===== config.mk =====
export PLATFORM = sky130hd
export DESIGN_NAME = tile_scroll_ctrl
export DESIGN_NICKNAME = d
export VERILOG_FILES = /design/src/rtl/tile_scroll_ctrl.sv
export SDC_FILE = /design/constraint.sdc
export NUM_CORES = 1
export LEC_CHECK = 0
export CORE_MARGIN = 2
export CORE_UTILIZATION = 28
export CTS_BUF_LIST = sky130_fd_sc_hd__clkbuf_16
export DETAILED_ROUTE_END_ITERATION = 12
export SYNTH_ARGS = -nofsm -noshare
export SYNTH_HDL_FRONTEND = slang
export SYNTH_SLANG_ARGS = --single-unit

===== constraint.sdc =====
create_clock -name clock -period 3 [get_ports clock]
set_clock_uncertainty 0.1 [all_clocks]
set_input_delay 0.45 -clock clock [delete_from_list [all_inputs] [get_ports clock]]
set_output_delay 0.45 -clock clock [all_outputs]
set_load 0.05 [all_outputs]

===== src/rtl/tile_scroll_ctrl.sv =====
// Game sequencer for the piano-tiles scroll path: paces offset_increase from a
// shrinking rate divider, issues edge_go per completed row, and tracks score and lives.
module tile_scroll_ctrl #(
  parameter int unsigned TICK_DIV     = 833333,
  parameter int unsigned MIN_DIV      = 208333,
  parameter int unsigned DIV_STEP     = 41667,
  parameter int unsigned ROW_HEIGHT   = 40,
  parameter int unsigned SPEEDUP_ROWS = 8,
  parameter int unsigned LIVES        = 3
) (
  input  logic       clock,
  input  logic       reset,
  input  logic       start,
  input  logic [5:0] offset,
  input  logic       key_hit,
  input  logic       key_miss,
  output logic [5:0] current_state,
  output logic       offset_increase,
  output logic       edge_go,
  output logic [7:0] score,
  output logic [2:0] lives,
  output logic       game_over
);

  localparam int unsigned DIV_W = $clog2(TICK_DIV + 1);
  localparam int unsigned ROW_W = (SPEEDUP_ROWS < 2) ? 1 : $clog2(SPEEDUP_ROWS + 1);

  localparam logic [DIV_W-1:0] TICK_DIV_V = DIV_W'(TICK_DIV);
  localparam logic [DIV_W-1:0] MIN_DIV_V  = DIV_W'(MIN_DIV);
  localparam logic [DIV_W-1:0] DIV_STEP_V = DIV_W'(DIV_STEP);
  localparam logic [ROW_W-1:0] SPEEDUP_V  = ROW_W'(SPEEDUP_ROWS);
  localparam logic [5:0]       EDGE_AT    = 6'(ROW_HEIGHT - 1);
  localparam logic [2:0]       LIVES_V    = 3'(LIVES);

  typedef enum logic [1:0] {
    IDLE  = 2'd0,
    RUN   = 2'd1,
    SHIFT = 2'd2,
    OVER  = 2'd3
  } state_t;

  state_t           state, state_nxt;
  logic [DIV_W-1:0] div_cnt, div_cnt_nxt;
  logic [DIV_W-1:0] period, period_nxt;
  logic [ROW_W-1:0] row_cnt, row_cnt_nxt;
  logic             hit_flag, hit_flag_nxt;
  logic [7:0]       score_nxt;
  logic [2:0]       lives_nxt;
  logic             offset_increase_nxt, edge_go_nxt, game_over_nxt;
  logic             tick, lose;

  assign current_state = {4'b0000, state};
  assign tick          = (div_cnt == period - 1'b1);

  always_ff @(posedge clock or posedge reset) begin
    if (reset) begin
      state           <= IDLE;
      div_cnt         <= '0;
      period          <= TICK_DIV_V;
      row_cnt         <= '0;
      hit_flag        <= 1'b0;
      score           <= '0;
      lives           <= LIVES_V;
      offset_increase <= 1'b0;
      edge_go         <= 1'b0;
      game_over       <= 1'b0;
    end else begin
      state           <= state_nxt;
      div_cnt         <= div_cnt_nxt;
      period          <= period_nxt;
      row_cnt         <= row_cnt_nxt;
      hit_flag        <= hit_flag_nxt;
      score           <= score_nxt;
      lives           <= lives_nxt;
      offset_increase <= offset_increase_nxt;
      edge_go         <= edge_go_nxt;
      game_over       <= game_over_nxt;
    end
  end

  always_comb begin
    state_nxt           = state;
    div_cnt_nxt         = div_cnt;
    period_nxt          = period;
    row_cnt_nxt         = row_cnt;
    hit_flag_nxt        = hit_flag;
    score_nxt           = score;
    lives_nxt           = lives;
    offset_increase_nxt = 1'b0;
    edge_go_nxt         = 1'b0;
    lose                = 1'b0;

    case (state)
      IDLE: begin
        // Divider restarts from zero so every game's first tick lands at TICK_DIV.
        div_cnt_nxt = '0;
        if (start) begin
          score_nxt    = '0;
          lives_nxt    = LIVES_V;
          period_nxt   = TICK_DIV_V;
          row_cnt_nxt  = '0;
          hit_flag_nxt = 1'b0;
          state_nxt    = RUN;
        end
      end

      RUN, SHIFT: begin
        lose = key_miss;
        if (key_hit && !hit_flag) begin
          hit_flag_nxt = 1'b1;
          if (score != 8'hFF) score_nxt = score + 8'd1;
        end

        if (state == RUN) begin
          div_cnt_nxt = tick ? '0 : div_cnt + 1'b1;
          if (tick) begin
            if (offset >= EDGE_AT) begin
              edge_go_nxt = 1'b1;
              state_nxt   = SHIFT;
            end else begin
              offset_increase_nxt = 1'b1;
            end
          end
        end else begin
          // A key_hit arriving in this cycle still rescues the outgoing row.
          if (!hit_flag && !key_hit) lose = 1'b1;
          hit_flag_nxt = 1'b0;
          if (row_cnt + 1'b1 == SPEEDUP_V) begin
            row_cnt_nxt = '0;
            if (32'(period) >= MIN_DIV + DIV_STEP) period_nxt = period - DIV_STEP_V;
            else                                   period_nxt = MIN_DIV_V;
          end else begin
            row_cnt_nxt = row_cnt + 1'b1;
          end
          state_nxt = RUN;
        end

        if (lose && lives != 3'd0) lives_nxt = lives - 3'd1;
        if (lives_nxt == 3'd0) begin
          state_nxt           = OVER;
          offset_increase_nxt = 1'b0;
          edge_go_nxt         = 1'b0;
        end
      end

      OVER: begin
        if (start) state_nxt = IDLE;
      end
    endcase

    game_over_nxt = (state_nxt == OVER);
  end

endmodule


==> impl_metrics.csv <==
group,metric,value,unit
cts,clockBufferDepth,2,
timing,fin_setup_tns,0,ns
final_layout,drive_gt1_frac,0.131,
cts,path_clk_slew,0.05,ns
worst_setup_path,r2r_slack,0.10,ns
pwr,ir_drop,0.404,mV
synth,netlist_area,0.00433,mm²
synth,ys_types,69,
place,numPortBuffers,26,
detailed_routing,drt_pass1_iterations,5,
synth,synthArstFlopShare,1.00,
worst_setup_path,required,3.11,ns
final_layout,antenna_cells,0,
cts,cts_tree,"done",
detailed_routing,drcViolationCount,0,
global_routing,grt_first_pass_wirelength,19400,µm
floorplanning,core-area,0.0151,mm²
synth,synth_enable_flop_cells,0,
final_layout,fin_nets,574,
synth,yosysWarningCount,0,
cts,cts.sinks,61,
worst_setup_path,cpMaxStageDelayCell,"or4_4",
outcome,status,"finished clean",
global_routing,grt_usage,0.148,
worst_setup_path,startpoint,"period[1]",
global_routing,overflow,0,
worst_setup_path,cp-end-kind,"flop",
pwr,p_leak,0.00220,µW
final_layout,fin_util,0.345,
place,place_area,0.00489,mm²
floorplanning,die_h,128,µm
cts,root_buffer,"clkbuf_16",
place,gp_congestion,0.831,
worst_setup_path,crit_chain,"buf_4 -> or4_4 -> or3_1 -> o31a_1 -> a211oi_2 -> nand2_1 -> o31a_1 -> nor3b_2",
floorplanning,die_area,0.0165,mm²
worst_setup_path,worstRegToRegCells,8,
flow_run,maxCapViolCount,0,
synth,syn_inst,517,
detailed_routing,finalWirelength,11800,µm
worst_setup_path,rr_startpoint,"period[1]",
timing,max_slew_margin,0.475,
global_routing,grt_antenna_before_repair,0,
detailed_routing,wl_per_cell,15.9,µm
worst_setup_path,endpoint,"game_over",
place,place_ws,0.0815,ns
pwr,p_per_area,911,mW/mm²
detailed_routing,routed_via_density,5.52,
worst_setup_path,reg2reg_to,"game_over",
global_routing,grt_max_degree,62,
timing,finalSetupViolCount,0,
worst_setup_path,path_class,"flop to flop",
floorplanning,fp-row-count,45,
timing,slew_violations,0,
timing,tightestPinTransition,0.788,ns
synth,yosysSeqAreaShare,0.357,
final_layout,syn_to_final_growth,20.8,%
floorplanning,die_w,128,µm
detailed_routing,dr_total_vias,4113,
synth,synthFlopType,"dfrtp_1",
cts,htree_num_levels,3,
global_routing,grt_pass1_vias,3849,
timing,final-hold-violation-count,0,
worst_setup_path,cp-start-kind,"flop",
worst_setup_path,slowest_delay,0.55,ns
final_layout,design_area,0.00523,mm²
floorplanning,start_util,0.286,
place,dp_hpwl,8590,µm
synth,ys_seq_elements,61,
worst_setup_path,crit_arrival,3.01,ns
detailed_routing,drt_iter0_drc,297,
worst_setup_path,worst-path-max-fanout,8,
worst_setup_path,cpMostUsedCell,"o31a_1",
timing,postLayoutSetupSlackWorst,0.102,ns
synth,syn_avg_cell_area,8.38,µm²
timing,fmax,345,MHz
timing,fin_crit_sh,0.966,
hold_path,hp-class,"flop to flop",
detailed_routing,ant_nets,0,
cts,cts_buffers,9,
timing,period_minus_slack,2.90,ns
floorplanning,io_pins,31,
cts,clk_latency,0.34,ns
timing,hold-worst-slack,0.440,ns
synth_stat cells (6+ instances only):
library cell | n | area, µm²
nor4_1 | 14 | 87.6
or3_1 | 9 | 56.3
nor3_1 | 27 | 135
a21o_1 | 6 | 45.0
nor2_1 | 42 | 158
clkbuf_1 | 25 | 93.8
ha_1 | 11 | 138
nand3_1 | 23 | 115
nor2b_1 | 7 | 43.8
dfstp_2 | 14 | 368
and3_1 | 6 | 37.5
inv_1 | 20 | 75.1
nand4_1 | 8 | 50.1
o21ai_0 | 38 | 190
a31oi_1 | 6 | 37.5
xor2_1 | 19 | 166
nand2_1 | 48 | 180
xnor2_1 | 23 | 201
dfrtp_1 | 47 | 1180
a21oi_1 | 29 | 145
registers in the layout, summed over array words and instances, names as in the netlist:
register and flops:
div_cnt 20, period 20, score 8, row_cnt 4
lives 3, state 2, edge_go 1, game_over 1
hit_flag 1, offset_increase 1
worst min-delay path by stage:
| stage | from | to | depth (start not counted) | slack, ns |
|---|---|---|---|---|
| after floorplan | period[18] | period[18] | 2 | 0.39 |
| after global placement | period[0] | period[0] | 2 | 0.41 |
| after detailed placement | period[0] | period[0] | 2 | 0.43 |
| after CTS | period[18] | period[18] | 2 | 0.44 |
| after global routing | period[18] | period[18] | 2 | 0.47 |
| final | period[18] | period[18] | 2 | 0.44 |
layout make-up:
cell class	instances	area [µm²]
timing repair buffer	55	490
tap	188	235
fill	1515	9910
clock inverter	7	28.8
clock buffer	9	225
inverter	20	75.1
multi-input combinational	405	2630
sequential	61	1540
per-stage QoR:
step	instances	power, µW
3_3_place_gp	728	3740
5_1_grt	745	5110
4_1_cts	744	4720
6_report	745	4760
3_5_place_dp	728	3800
2_1_floorplan	520	3070
critical path: cells and delay by family, from the launching register on:
family | cells | cell delay, ns
flops | 1 | 0.37
simple gates | 4 | 1.21
compound gates | 3 | 0.93
buf+inv | 1 | 0.15
kinds of logic (layout without fill, tap and decap cells):
group,count (synthesis),in the layout,share of synthesized area
compound gates,129,129,0.195
mux,5,5,0.0116
flops,61,61,0.357
xor+xnor,43,43,0.0901
simple gates,213,213,0.258
fa+ha+maj,11,11,0.0318
other cells,1,4,0.000866
buf+inv,54,91,0.0561
timing repair:
action | CTS | global route
hold buffers | 0 | 0
setup endpoints to repair | 0 | 20
endpoints found under the hold margin | 0 | 0
resized for setup | 0 | 15
setup buffers | 0 | 1
power by group:
part	internal, µW	switching, µW	leakage (µW)
registers	1100	423	0.000777
clock network	539	355	0.000142
logic	942	1400	0.00128
cell usage in the layout (no fill, tap or decap), types with 23 or more instances in the layout:
cell type        count
nand2_1             48
nor2_1              42
clkdlybuf4s50_1     26
xnor2_1             23
nor3_1              26
buf_4               28
dfrtp_1             47
o21ai_0             38
nand3_1             23
a21oi_1             29
inv_1               23
routing by layer:
layer | up-vias | track usage | wire (µm)
met5 | - | 0 | 0
met4 | 0 | 0.0595 | 207
met3 | 15 | 0.0220 | 563
met2 | 120 | 0.220 | 5350
met1 | 2018 | 0.215 | 5710
li1 | 1960 | - | -
Note: power is estimated with default switching activity, not from simulation.
